--- src/rtl/jtdsp16_do_ctrl.sv ---
// Loop sequencer for DSP16 "do K {N instr}" / "redo K": drives the ROM AAU
// loop-cache strobes, tracks body position and remaining iterations.
module jtdsp16_do_ctrl #(
   parameter int CACHE_DEPTH = 15,
   parameter int KW          = 7
) (
   input  logic        clk,
   input  logic        rst,
   input  logic        cen,
   input  logic        do_en,
   input  logic        redo_en,
   input  logic [10:0] i_field,
   output logic        do_start,
   output logic        do_redo,
   output logic        do_save,
   output logic        do_short,
   output logic        do_out,
   output logic [3:0]  do_pc,
   output logic [10:0] do_data,
   output logic [3:0]  do_len,
   output logic        busy,
   output logic        irq_mask,
   output logic        nest_err
);

   typedef enum logic { IDLE = 1'b0, LOOP = 1'b1 } state_t;

   localparam logic [3:0]    MAX_LEN  = 4'(CACHE_DEPTH);
   localparam logic [KW-1:0] ITER_ONE = {{(KW-1){1'b0}}, 1'b1};

   state_t        state, nxt_state;
   logic          has_body;
   logic [KW-1:0] iter;
   logic [3:0]    fld_n;
   logic [KW-1:0] fld_k;
   logic          start_do, start_redo;
   logic          last_pc;

   function automatic logic [3:0] clamp_len(input logic [3:0] n);
      if (n > MAX_LEN) return MAX_LEN;
      return n;
   endfunction

   assign fld_n    = i_field[10:7];
   assign fld_k    = i_field[KW-1:0];
   assign last_pc  = (do_pc == (do_len - 4'd1));
   assign busy     = (state == LOOP);
   assign irq_mask = busy;
   assign do_start = start_do | start_redo;
   assign do_save  = start_do;
   assign do_redo  = start_redo;
   // A new "do" reports its own (clamped) length; a redo reuses the stored one
   assign do_short = busy       ? (do_len == 4'd1) :
                     start_do   ? (clamp_len(fld_n) == 4'd1) :
                     start_redo ? (do_len == 4'd1) : 1'b0;

   always_comb begin
      nxt_state  = state;
      start_do   = 1'b0;
      start_redo = 1'b0;
      do_out     = 1'b0;
      case (state)
         IDLE: begin
            if (do_en) begin
               if (fld_n != 4'd0 && fld_k != '0) begin
                  start_do  = 1'b1;
                  nxt_state = LOOP;
               end
            end else if (redo_en && has_body && fld_k != '0) begin
               start_redo = 1'b1;
               nxt_state  = LOOP;
            end
         end
         LOOP: begin
            if (last_pc && iter == ITER_ONE) begin
               do_out    = 1'b1;
               nxt_state = IDLE;
            end
         end
         default: nxt_state = IDLE;
      endcase
   end

   always_ff @(posedge clk or posedge rst) begin
      if (rst) state <= IDLE;
      else if (cen) state <= nxt_state;
   end

   always_ff @(posedge clk or posedge rst) begin
      if (rst) begin
         has_body <= 1'b0;
         iter     <= '0;
         do_pc    <= 4'd0;
         do_data  <= 11'd0;
         do_len   <= 4'd0;
         nest_err <= 1'b0;
      end else if (cen) begin
         if (busy && (do_en || redo_en)) nest_err <= 1'b1;
         if (do_start) begin
            iter  <= fld_k;
            do_pc <= 4'd0;
            if (start_do) begin
               do_len   <= clamp_len(fld_n);
               has_body <= 1'b1;
               do_data  <= i_field;
            end else begin
               do_data  <= {do_len, i_field[6:0]};
            end
         end else if (busy) begin
            if (last_pc) begin
               do_pc <= 4'd0;
               // On the final pass iter stays at 1; the FSM leaves LOOP instead
               if (iter != ITER_ONE) iter <= iter - ITER_ONE;
            end else begin
               do_pc <= do_pc + 4'd1;
            end
         end
      end
   end

endmodule

--- config.mk ---
export PLATFORM = sky130hd
export DESIGN_NAME = jtdsp16_do_ctrl
export DESIGN_NICKNAME = d
export VERILOG_FILES = /design/src/rtl/jtdsp16_do_ctrl.sv
export SDC_FILE = /design/constraint.sdc
export NUM_CORES = 1
export LEC_CHECK = 0
export ABC_AREA = 1
export CAP_MARGIN = 10
export CORE_ASPECT_RATIO = 1.5
export CORE_MARGIN = 5
export CORE_UTILIZATION = 45
export DETAILED_ROUTE_END_ITERATION = 10
export GPL_TIMING_DRIVEN = 0
export PLACE_DENSITY = 0.76
export SETUP_SLACK_MARGIN = 0.3
export SYNTH_ARGS = -nofsm -noshare
export SYNTH_HDL_FRONTEND = slang
export SYNTH_SLANG_ARGS = --single-unit
export TNS_END_PERCENT = 5
--- constraint.sdc ---
create_clock -name clk -period 1.8 [get_ports clk]
set_clock_uncertainty 0.2 [all_clocks]
set_input_delay 0.36 -clock clk [delete_from_list [all_inputs] [get_ports clk]]
set_output_delay 0.36 -clock clk [all_outputs]
set_load 0.01 [all_outputs]
==> results of run 1 <==
==> kinds of logic after synthesis <==
kind of cell    Yosys count
compound gates           14
xor+xnor                  9
fa+ha+maj                 5
buf+inv                  30
flops                    29
simple gates            157
==> power by group <==
group          internal, mW  total, mW  leakage [nW]  switching, mW
Clock                 0.303      0.553        0.0443          0.251
Combinational          1.03       2.25          1.09           1.21
Sequential            0.938       1.21         0.348          0.270
==> metal layers <==
metal	vias to the layer above	wire length (microns)	GRT usage
met5	-	0	0
met4	0	151	0.09266
met3	13	270	0.04320
met2	51	2845	0.3774
met1	864	2036	0.2368
li1	930	-	-
==> through the flow <==
step | TNS, ps | hold slack (ps) | total power, mW | cells
4_1_cts | -1871 | 139.3 | 3.896 | 370
2_1_floorplan | -236.3 | 234.4 | 2.453 | 244
6_report | -1837 | 136.9 | 4.008 | 372
3_5_place_dp | -19740 | 266.0 | 3.196 | 331
5_1_grt | -3527 | 155.4 | 4.349 | 372
3_3_place_gp | -18300 | 248.4 | 3.147 | 331
==> state kept, by name (all words and copies together), names as in the netlist <==
signal    flops
do_data      11
iter          7
do_len        4
do_pc         4
busy          1
has_body      1
nest_err      1
==> path summary, 6_finish.rpt <==
kind | startpoint | endpoint | slack (ps) | cells after the start
max in group asynchronous | rst | do_pc[1] | 700 | 2
min reg2reg | do_data[0] | do_data[0] | 280 | 2
max reg2reg | do_len[1] | iter[6] | -140 | 14
min | i_field[6] | do_data[6] | 140 | 3
min in group asynchronous | rst | do_len[2] | 290 | 2
max | do_len[1] | do_out | -490 | 11
==> layout by cell type (no fill, tap or decap), types with 2 or more instances in the layout <==
master | netlist | layout
buf_2 | 0 | 14
buf_4 | 1 | 23
buf_6 | 2 | 19
buf_8 | 1 | 3
clkbuf_2 | 0 | 4
clkbuf_8 | 0 | 6
clkdlybuf4s15_1 | 0 | 11
dfrtp_1 | 29 | 22
dfrtp_2 | 0 | 7
dlygate4sd2_1 | 0 | 4
ha_1 | 5 | 3
inv_1 | 20 | 13
inv_2 | 4 | 10
nand2_1 | 104 | 97
nand2_2 | 3 | 8
nand2_4 | 2 | 4
nand2_8 | 2 | 2
nand3_1 | 21 | 20
nand3_4 | 1 | 2
nand4_1 | 3 | 3
nor2_1 | 13 | 12
nor2_4 | 1 | 3
nor3_4 | 1 | 2
o21ai_0 | 7 | 2
o21ai_1 | 1 | 4
o21ai_2 | 4 | 6
xnor2_1 | 4 | 4
xor2_1 | 5 | 5
==> cell type report <==
| type | count | area (sq um) | share of cell area |
|---|---|---|---|
| Timing Repair Buffer | 76 | 635.6 | 0.2310 |
| Clock buffer | 7 | 86.33 | 0.03138 |
| Buffer | 5 | 72.57 | 0.02638 |
| Sequential cell | 29 | 734.5 | 0.2669 |
| Inverter | 25 | 102.6 | 0.03729 |
| Tap cell | 45 | 56.30 | 0.02046 |
| Multi-Input combinational cell | 185 | 1064 | 0.3865 |
==> worst max-delay path, delay by kind of cell, from the launching register on <==
family	cells	cell delay (ps)
simple gates	7	620
fa+ha+maj	1	130
flops	1	390
buf+inv	3	300
==> what timing repair did <==
item                                    in CTS  in global routing
endpoints found under the setup margin      84                 40
hold endpoints to repair                     0                  0
resized for setup                          164                 13
pin swaps                                   20                  4
buffers inserted                            32                  2
==> impl_metrics.py, run 1 <==
metrics = {
    "critical_path": {
        "crit_fanout": 3,
        "cp.arrival_ps": 1730,
        "cp_slowest_cell": "dfrtp_1",
        "crit_top_cell": "nand2_1",
        "slowest_delay_ps": 390,
        "end_kind": "primary output",
        "cp_cell_sequence": "inv_2 -> ha_4 -> inv_1 -> nand2_1 -> nand2_1 -> nand2_1 -> nand2_2 -> nor2_4 -> nand2_4 -> nor4_4 -> buf_2",
        "critical_path_class": "reg2out",
        "required_ps": 1240,
        "cp-start-kind": "flop",
    },
    "final_layout": {
        "nFillCells": 318,
        "fin_area_sq_um": 2751,
        "diodes": 0,
        "final_util": 0.6950,
        "layout-drive-gt1-share": 0.3731,
        "final_nets": 348,
        "syn_to_final_growth_pct": 48.48,
    },
    "grt": {
        "antenna_found_initial": 0,
        "grt_usage": 0.2087,
        "grt_max_degree": 30,
        "grt_overflow": 0,
        "grt_pass1_wl_microns": 9080,
        "first_global_vias": 1954,
    },
    "synth": {
        "synthTopCellsByCount": "104 x nand2_1, 29 x dfrtp_1, 21 x nand3_1, 20 x inv_1, 13 x nor2_1",
        "ys_seq_area_frac": 0.3916,
        "async_flop_share": 1.000,
        "synth_seq_cells": 29,
        "synthXorXnorAreaFrac": 0.04254,
        "synth_edf_count": 0,
        "synth_nets": 265,
        "synth_mux_area_frac": 0,
        "syn_avg_cell_area_sq_um": 7.594,
        "synth_simple_gate_area_share": 0.3970,
        "synth.distinct_cells": 31,
        "yosys.area_share.adder": 0.03376,
        "synthFlopType": "dfrtp_1",
        "synth_area_leader_cell": "dfrtp_1",
        "synth-compound-area-share": 0.04862,
        "synth_top_area_share": 0.3916,
        "synthCells": 244,
        "synthMostInstantiatedCell": "nand2_1",
        "synth_area_sq_um": 1853,
        "yosysWarnings": 0,
        "synth_top_family_by_area": "simple AND/OR/NAND/NOR gates",
        "ys_top_cells_by_area": "dfrtp_1 39%, nand2_1 21%, nand3_1 5.7%",
    },
    "cts": {
        "cts.sinks": 29,
        "htree_levels": 2,
        "clk_pin_slew_worst_paths_ps": 60,
        "clk_latency_ps": 290,
        "clockBufferDepth": 2,
        "root_buffer": "clkbuf_8",
        "cts_tree": "done",
        "postCtsHoldBufs": 0,
        "numCtsBuffers": 5,
    },
    "sta": {
        "finalSetupViolCount": 14,
        "layout_min_cycle_time_ps": 2291,
        "max_clock_freq_ghz": 0.4365,
        "setup_ws_ps": -491.0,
        "worst_slew_pin_slew_ps": 646.9,
        "finalCritPeriodShare": 1.273,
        "rsz0062_at_grt": "yes",
        "hold_viol": 0,
        "maxSlewViolCount": 0,
        "slew_headroom": 0.5678,
    },
    "routing": {
        "ant_nets": 0,
        "dr.pass1.iters": 4,
        "drt_iter0_markers": 107,
        "wl_microns": 5303,
        "via_per_inst": 4.995,
        "drc": 0,
        "wl_per_cell_microns": 14.26,
        "vias": 1858,
    },
    "floorplanning": {
        "core_area_sq_um": 3959,
        "die_height_microns": 88.59,
        "dieArea_sq_um": 5528,
        "start_util": 0.4681,
        "die_x_microns": 62.40,
        "placementRows": 28,
        "io_pins": 43,
    },
    "run_status": {
        "status": "finished, violations left",
        "violations": "setup timing",
    },
    "place": {
        "place_congestion": 0.8590,
        "post_dp_cell_area_sq_um": 2349,
        "dp_slack_ps": -933.0,
        "hpwl_microns": 3371,
        "portBuffers": 42,
    },
    "hold_path": {
        "hp-class": "in2reg",
    },
    "power": {
        "peakVddDrop_v": 0.001040,
        "leakage_nw": 1.479,
        "powerDensity_nw_per_um2": 1457,
    },
    "run": {
        "maxCapViolCount": 0,
    },
}
Note: power is estimated with default switching activity, not from simulation.
==> run 2, diff against run 1 <==
--- a/config.mk
+++ b/config.mk
@@ -14,6 +14,7 @@
 export GPL_TIMING_DRIVEN = 0
 export PLACE_DENSITY = 0.76
 export SETUP_SLACK_MARGIN = 0.3
+export SKIP_LAST_GASP = 1
 export SYNTH_ARGS = -nofsm -noshare
 export SYNTH_HDL_FRONTEND = slang
 export SYNTH_SLANG_ARGS = --single-unit
==> run 2 against run 1 <==
Against the previous run:
- the flow still finishes with violations (setup timing)
- maximum frequency is 0.24% lower
- combinational power is 3% higher
- cell count is 0.27% higher
- wire length is 2.1% lower
- design area is 0.14% higher
==> impl_metrics.py, run 2 (synthesis results as in run 1) <==
metrics = {
    "sta": {
        "finalSetupViolCount": 27,
        "rsz0062_at_grt": "yes",
        "max_clock_freq_ghz": 0.4355,
        "setup_ws_ps": -496.4,
        "layout_min_cycle_time_ps": 2296,
        "hold_viol": 0,
        "fin_tns_setup_ps": -3523,
        "slew_headroom": 0.6586,
        "worst_slew_pin_slew_ps": 511.6,
        "fin_hold_ws_ps": 134.1,
        "maxSlewViolCount": 0,
        "finalCritPeriodShare": 1.276,
    },
    "routing": {
        "dr.pass1.iters": 4,
        "vias": 1861,
        "ant_nets": 0,
        "via_per_inst": 4.989,
        "wl_microns": 5192,
        "drc": 0,
        "wl_per_cell_microns": 13.92,
        "drt_iter0_markers": 111,
    },
    "critical_path": {
        "cp_top_family": "simple AND/OR/NAND/NOR gates",
        "path_buf_inv": 2,
        "slowest_delay_ps": 420,
        "required_ps": 1240,
        "cp_cell_sequence": "inv_2 -> ha_4 -> xor2_1 -> nand2_1 -> nor2_4 -> nand2_4 -> nor4_4 -> buf_2",
        "crit_fanout": 2,
        "cp.arrival_ps": 1740,
        "end_kind": "primary output",
        "cp_slowest_cell": "dfrtp_2",
        "critical_path_class": "reg2out",
        "reg2reg_slack_ps": -150,
        "cp-start-kind": "flop",
    },
    "cts": {
        "cts.sinks": 29,
        "root_buffer": "clkbuf_8",
        "clk_pin_slew_worst_paths_ps": 70,
        "cts_tree": "done",
        "htree_levels": 2,
        "clk_latency_ps": 290,
        "clockBufferDepth": 2,
        "numCtsBuffers": 5,
    },
    "final_layout": {
        "layout_commonest_cell": "nand2_1",
        "syn_to_final_growth_pct": 48.68,
        "top_regs": "do_data (11), iter (7)",
        "final_nets": 349,
        "final_cell_mix": "99 x nand2_1, 33 x buf_4, 27 x dfrtp_1, 24 x clkdlybuf4s50_1, 20 x nand3_1",
        "largest_register": "do_data",
        "largest_reg_flops": 11,
        "diodes": 0,
        "layout-drive-gt1-share": 0.2957,
        "fin_cells": 373,
    },
    "floorplanning": {
        "placementRows": 28,
        "io_pins": 43,
        "dieArea_sq_um": 5528,
        "core_area_sq_um": 3959,
        "start_util": 0.4681,
        "die_height_microns": 88.59,
        "die_x_microns": 62.40,
    },
    "grt": {
        "grt_max_degree": 30,
        "first_global_vias": 1925,
        "antenna_found_initial": 0,
        "grt_overflow": 0,
        "grt_pass1_wl_microns": 8687,
        "grt_usage": 0.1989,
    },
    "run": {
        "maxCapViolCount": 0,
    },
    "place": {
        "place_congestion": 0.8590,
        "dpl.cell_count": 331,
        "hpwl_microns": 3371,
        "portBuffers": 42,
    },
    "power": {
        "powerDensity_nw_per_um2": 1479,
        "finalPower_mw": 4.076,
        "peakVddDrop_v": 0.001101,
        "leakage_nw": 1.465,
    },
    "hold_path": {
        "hp-class": "in2reg",
    },
    "run_status": {
        "status": "finished, violations left",
        "violations": "setup timing",
    },
}
-- run 2: cell types whose count changed in the layout (fill, tap and decap cells not counted), sizes merged, moves of 4 or more --
cell           change
clkdlybuf4s15      -9
buf               -10
clkbuf             -4
clkdlybuf4s50     +23
-- run 2: final cells by class --
class / count / area, sq um
Clock buffer: 7 / 86.33
Buffer: 5 / 68.82
Timing Repair Buffer: 77 / 668.1
Fill cell: 309 / 1204
Sequential cell: 29 / 728.2
Tap cell: 45 / 56.30
Multi-Input combinational cell: 185 / 1049
Inverter: 25 / 98.84
-- run 2: worst paths after layout --
kind                                 start         end  depth (start not counted)
worst max-delay path             do_len[0]      do_out                          8
worst min-delay path            i_field[6]  do_data[6]                          3
worst max register to register        busy  do_data[9]                          8
worst min register to register  do_data[8]  do_data[8]                          2
max in group asynchronous              rst  do_data[0]                          3
min in group asynchronous              rst   do_len[2]                          2
-- run 2: metrics by stage --
step / setup slack (ps) / instance area [sq um] / util
after global routing: -602.6 / 2755 / 0.6960
final: -496.4 / 2755 / 0.6960
after detailed placement: -933.0 / 2349 / 0.5932
after global placement: -925.8 / 2349 / 0.5932
after floorplan: -200.1 / 1872 / -
after CTS: -482.2 / 2701 / 0.6824
-- run 2: worst reg2reg max path: stages (launching register included) --
cell and delay [ps]:
dfrtp_2 460, nor2_4 120, nand3_4 90, buf_4 140
buf_4 120, buf_4 150, buf_6 140, o21ai_0 270
o21ai_0 130
-- run 2: power by group --
| group | internal (mW) | switching (mW) | leakage [nW] |
|---|---|---|---|
| Clock | 0.303 | 0.251 | 0.0443 |
| Sequential | 0.928 | 0.271 | 0.354 |
| Combinational | 1.15 | 1.18 | 1.07 |
-- run 2: metal layers --
metal	vias up	global-route usage	share of wire
li1	936	-	-
met1	861	0.2315	0.40
met2	53	0.3557	0.53
met3	11	0.03812	0.043
met4	0	0.08687	0.021
met5	-	0	0
-- run 2: timing repair --
item | in CTS | in global routing
hold endpoints to repair | 0 | 0
buffers inserted | 32 | 2
pin swaps | 16 | 1
endpoints found under the setup margin | 84 | 55
hold buffers | 0 | 0
resized for setup | 76 | 2
==> RTL edit 1 (config.mk and constraints of run 2) <==
Change the parameter `KW` from 7 to 8.
--- a/src/rtl/jtdsp16_do_ctrl.sv
+++ b/src/rtl/jtdsp16_do_ctrl.sv
@@ -2,7 +2,7 @@
 // loop-cache strobes, tracks body position and remaining iterations.
 module jtdsp16_do_ctrl #(
    parameter int CACHE_DEPTH = 15,
-   parameter int KW          = 7
+   parameter int KW          = 8
 ) (
    input  logic        clk,
    input  logic        rst,
Function: changed (a bounded check fails within 4 cycles, from zero or initial values and one cycle with rst high).
==> RTL edit 1 against run 2 <==
  * The run still ends with setup timing left
  * Setup slack gained 0.017 ns
  * Global-route usage up 0.25 points
  * Cell area is 4.7% lower
  * Area after synthesis fell by 2.6%
  * Power increased by 10%
  * Sequential cell count rose by 1
  * Wire length is 0.44% lower
  * Sequential share of layout area up 2.2 points
==> RTL edit 1: results (changes against run 2) <==
Clock network
  – CTS Root Cell: clkbuf_8
  – Total CTS buffers: 5 (unchanged)
  – Reg clk slew, reported paths: 0.07 ns (about the same)

Route
  – Average wire per standard cell: 13.9 um (about the same)
  – Iter 0 DRT Violations: 45 (-59%)
  – DR vias/cell: 5.13 (+2.9%)

Final layout
  – Final net count: 346 (-0.86%)
  – Fillcell total: 338 (+9.4%)
  – Post-route insts no fill: 371 (-0.54%)
  – Layout cells sized above 1: 18.7% (-11 points)
  – Largest regs: do_data: 11 flops, iter: 8 flops

Place
  – DPL Wire Length: 3440 um (+2.1%)
  – Pre-CTS WS: -1.07 ns (-0.142 ns)
  – Cell Count Post-Placement: 343 (+3.6%)
  – Post-DP Area: 2300 um^2 (-1.9%)
  – GP Congestion: 0.800 (-6.8%)

Synth
  – Ys flop type: dfrtp_1
  – Post-synthesis average cell area: 7.05 um^2 (-7.2%)
  – Syn nets: 277 (+4.5%)
  – Post-synth EDFFs: 0 (unchanged)
  – Unique masters post-synth: 22 (-29%)
  – Dominant cells by area after synthesis: dfrtp_1 42%, nand2_1 22%, nand3_1 6.7%
  – Asr flop ratio synth: 100% (unchanged)
  – Seq/Total Area, Yosys: 41.6% (+2.4 points)
  – Top post-synthesis cells by count: 104 x nand2_1, 30 x dfrtp_1, 25 x inv_1, 24 x nand3_1, 24 x nor2_1

Power
  – Leakage: 0.00135 uW (-7.6%)
  – Worst vdd ir: 1.17 mV (+6.5%)

Worst setup path
  – CP peak stage delay: 0.38 ns (-0.04 ns)
  – CP top delay family: simple AND/OR/NAND/NOR gates
  – Critical-path top delay cell: dfrtp_1
  – Worst EP arrival: 1.72 ns (-0.02 ns)

Timing
  – Slew margin rel.: 55.1% (-11 points)
  – Setup ws final: -0.480 ns (+0.0167 ns)
  – # setup viols final: 35 (+30%)
  – Setup TNS: -6.59 ns (-3.07 ns)

Worst hold path
  – HP Class: in2reg

Global route
  – Met2 Usage GRT: 35.7% (+0.18 points)
  – GRT Util Overall: 20.1% (+0.25 points)
  – Met1 usage: 21.8% (-1.4 points)
  – Initial antenna violation count: 0 (unchanged)
  – First-pass GRT wire length: 8000 um (-7.9%)
  – Pin count of the biggest net entering global routing: 31 (+3.3%)
  – Number of global-route vias before repair: 1833 (-4.8%)
  – Met3 Use GR: 3.83% (+0.023 points)

Status
  – Outcome: finished, violations left
  – Violated checks: setup timing
RTL edit 1: worst paths after layout:
path                                   startpoint                     end  slack [ns]  cells after the start
max                         do_len[1]$_DFFE_PP0P_                  do_out       -0.48                     10
min                                    i_field[8]   do_len[1]$_DFFE_PP0P_        0.26                      3
max reg2reg                 do_len[1]$_DFFE_PP0P_    do_pc[3]$_DFFE_PP0P_       -0.42                     15
min reg2reg                do_data[3]$_DFFE_PP0P_  do_data[3]$_DFFE_PP0P_        0.28                      2
max in group asynchronous                     rst        busy$_DFFE_PP0P_        0.61                      3
min in group asynchronous                     rst    has_body$_DFFE_PP0P_        0.27                      2
RTL edit 1: layout make-up:
class	count	area share [%]
repair buffers	61	22.2
clock buffers	7	3.29
plain buffers	5	1.76
well taps	45	2.14
inverters	26	3.72
multi-input cells	196	38.1
flip-flops and latches	30	28.6
clock inverters	1	0.191
RTL edit 1: per-layer routing:
layer | vias up | routed length [um]
li1 | 939 | -
met1 | 909 | 2090
met2 | 44 | 2750
met3 | 13 | 194
met4 | 0 | 132
met5 | - | 0
RTL edit 1: report_power, final:
group          leakage, uW  internal (uW)  switching [uW]
Combinational     0.000938           1310            1370
Sequential        0.000368            964             262
Clock            0.0000482            309             277
Total              0.00135           2580            1910
RTL edit 1: stage by stage:
stage          power (uW)  util, %  hold WS, ns
3_3_place_gp         3350     58.7        0.255
5_1_grt              4860     66.9        0.277
3_5_place_dp         3400     58.7        0.261
4_1_cts              4190     63.5        0.249
2_1_floorplan        2570        -        0.240
6_report             4490     66.9        0.264
RTL edit 1: timing repair:
item,4_1_cts,5_1_grt
setup endpoints to repair,86,56
hold buffers,0,0
cloned,0,1
gates resized for setup,46,11
buffers inserted,12,6
pin swaps,16,2
RTL edit 1: logic make-up (layout without fill, tap and decap cells):
kind of cell	Yosys count	after routing	synth area share (%)
flip-flops	30	30	41.6
AO/OA/AOI/OAI	22	22	6.94
XOR/XNOR	6	6	2.91
buffers and inverters	31	100	7.77
adder cells (fa/ha/maj)	5	5	3.47
AND/OR/NAND/NOR	162	163	37.3
RTL edit 1: worst min-delay path, cell delays in order:
cell,delay (ns)
dlygate4sd2_1,0.23
nand2_1,0.07
o21ai_0,0.06
==> RTL edit 2 (flow settings as in run 2) <==
Without the edit above. Put a register stage on the outputs `do_redo`, `do_save`, `do_short` and `irq_mask`, with the module's reset. The values now appear one clock later. The other outputs are not delayed to match.
--- a/src/rtl/jtdsp16_do_ctrl.sv
+++ b/src/rtl/jtdsp16_do_ctrl.sv
@@ -45,14 +45,21 @@
    assign fld_k    = i_field[KW-1:0];
    assign last_pc  = (do_pc == (do_len - 4'd1));
    assign busy     = (state == LOOP);
-   assign irq_mask = busy;
+   always_ff @(posedge clk or posedge rst) begin
+      if (rst) begin
+         do_redo  <= '0;
+         do_save  <= '0;
+         do_short <= '0;
+         irq_mask <= '0;
+      end else begin
+         do_redo  <= start_redo;
+         do_save  <= start_do;
+         do_short <= busy       ? (do_len == 4'd1) : start_do   ? (clamp_len(fld_n) == 4'd1) : start_redo ? (do_len == 4'd1) : 1'b0;
+         irq_mask <= busy;
+      end
+   end
    assign do_start = start_do | start_redo;
-   assign do_save  = start_do;
-   assign do_redo  = start_redo;
    // A new "do" reports its own (clamped) length; a redo reuses the stored one
-   assign do_short = busy       ? (do_len == 4'd1) :
-                     start_do   ? (clamp_len(fld_n) == 4'd1) :
-                     start_redo ? (do_len == 4'd1) : 1'b0;
 
    always_comb begin
       nxt_state  = state;
Behaviour: not the same (Yosys sat finds a counterexample within 4 cycles, from zero or initial values and one cycle with rst high).
==> RTL edit 2 against run 2 <==
  * Sequential share of layout area grew 3.8 points
  * Critical path depth grew 2
  * Sequential power up 10%
  * Critical endpoint unchanged
  * Power is 9.8% higher
  * Area after synthesis increased by 3.3%
  * The run still ends with setup timing left
  * Wire length is 2.0% higher
  * Fmax is 1.7% lower
  * Setup slack lost 0.040 ns
  * Sequential cell count is 4 higher
  * Cell area down 0.68%
  * Die area increased by 2.9%
==> RTL edit 2: results (changes against run 2) <==
Status
  – Outcome: finished, violations left
  – Violated checks: setup timing

Timing
  – Setup ws final: -0.537 ns (-0.0403 ns)
  – Hold_ws: 0.236 ns (+0.102 ns)
  – # setup viols final: 15 (-44%)
  – Measured slew at the worst slew-check pin: 0.726 ns (+0.215 ns)
  – Setup TNS: -1.66 ns (+1.86 ns)

Synth
  – Syn nets: 286 (+7.9%)
  – Ys Warns: 0 (unchanged)
  – Unique masters post-synth: 24 (-23%)
  – Top post-synthesis cells by count: 117 x nand2_1, 33 x dfrtp_1, 25 x inv_1, 24 x nand3_1, 18 x nor2_1
  – Seq/Total Area, Yosys: 43.1% (+4.0 points)
  – Asr flop ratio synth: 100% (unchanged)
  – Dominant cells by area after synthesis: dfrtp_1 43%, nand2_1 23%, nand3_1 6.3%

Power
  – Worst vdd ir: 1.09 mV (-0.81%)
  – Leakage: 0.00145 uW (-0.70%)

Place
  – GP Congestion: 0.870 (+1.3%)
  – Pre-CTS WS: -0.965 ns (-0.0315 ns)
  – DPL Wire Length: 3680 um (+9.1%)

Route
  – DRT Wirelength: 5290 um (+2.0%)
  – DR vias/cell: 5.14 (+3.0%)
  – Iter 0 DRT Violations: 94 (-15%)

Worst setup path
  – Reg-to-Reg End: do_pc[0]$_DFFE_PP0P_
  – R2R depth: 13 (+5)
  – Reg-to-reg slack, setup: -0.03 ns (+0.12 ns)
  – Worst reg2reg startpoint: do_len[0]$_DFFE_PP0P_
  – Worst EP arrival: 1.78 ns (+0.04 ns)

Global route
  – First-pass GRT wire length: 9040 um (+4.1%)
  – Pin count of the biggest net entering global routing: 18 (-40%)
  – Number of global-route vias before repair: 1972 (+2.4%)
  – GRT Util Overall: 19.7% (-0.17 points)

Final layout
  – Largest regs: do_data: 11 flops, iter: 7 flops
  – Fillcell total: 341 (+10%)
  – Layout cells sized above 1: 21.4% (-8.1 points)
  – Final net count: 356 (+2.0%)

Worst hold path
  – Min-Delay Endpoint: do_data[1]$_DFFE_PP0P_
  – Min-Delay Startpoint: i_field[1]
  – HP Class: in2reg

Clock network
  – CTS Root Cell: clkbuf_8
  – CTS H-tree lvls: 2 (unchanged)
==> RTL edit 2: changes by cell type in the layout (fill, tap and decap cells not counted), moves of 4 or more <==
cell | run 2 | this run
nand2_1 | 99 | 113
buf_4 | 33 | 20
buf_2 | 8 | 1
o21ai_1 | 1 | 6
clkdlybuf4s50_1 | 24 | 28
dfrtp_1 | 27 | 31
inv_1 | 14 | 18
nor2_2 | 1 | 5
o21ai_2 | 4 | 0
==> RTL edit 2: kinds of logic after synthesis <==
group / count (synthesis) / synth area share, %
simple gates: 174 / 39.7
buf+inv: 33 / 7.52
flops: 33 / 43.1
compound gates: 15 / 4.12
xor+xnor: 5 / 2.29
fa+ha+maj: 5 / 3.27
==> RTL edit 2: cell type report <==
cell class                      instances  area, um^2  share of cell area (%)
Multi-Input combinational cell        199        1020                    37.4
Tap cell                               46        57.6                    2.10
Timing Repair Buffer                   63         589                    21.5
Clock inverter                          2        10.0                   0.366
Buffer                                  4        45.0                    1.65
Inverter                               29         109                    3.98
Sequential cell                        33         828                    30.3
Clock buffer                            6        72.6                    2.65
==> RTL edit 2: per-stage QoR <==
| stage | std cells | total power, uW | area (um^2) | util (%) |
|---|---|---|---|---|
| detailed placement | 354 | 3590 | 2440 | 58.4 |
| CTS | 380 | 4320 | 2680 | 64.3 |
| global placement | 353 | 3520 | 2410 | 57.7 |
| floorplan | 265 | 2740 | 1930 | - |
| global route | 382 | 4870 | 2740 | 65.6 |
| finish | 382 | 4480 | 2740 | 65.6 |
==> RTL edit 2: routing by layer <==
metal	track usage (%)	routed length (um)
met2	35.1	2840
met4	11.1	199
met3	3.87	209
met1	21.1	2040
met5	0	0
==> RTL edit 2: tightest hold or removal path, stage by stage <==
cell             delay (ns)
clkdlybuf4s15_1        0.20
inv_2                  0.06
o21ai_1                0.06
==> RTL edit 2: worst max-delay path by stage <==
stage	from	end	slack, ns	depth (start not counted)
6_report	do_len[0]$_DFFE_PP0P_	do_out	-0.54	10
4_1_cts	do_len[0]$_DFFE_PP0P_	do_out	-0.54	10
5_1_grt	do_len[0]$_DFFE_PP0P_	do_out	-0.70	10
3_5_place_dp	i_field[2]	do_start	-0.96	9
2_1_floorplan	do_len[0]$_DFFE_PP0P_	do_out	-0.23	9
3_3_place_gp	i_field[2]	do_start	-0.94	9
==> RTL edit 2: repair_timing <==
item	CTS	global route
resized for setup	39	14
setup buffers	18	2
pin swaps	11	6
setup endpoints to repair	58	56
==> RTL edit 2: report_power, final <==
group	switching, uW	internal [uW]	leakage [uW]	total (uW)
logic	1390	1230	0.00100	2610
registers	279	1040	0.000405	1320
clock network	272	268	0.0000450	540
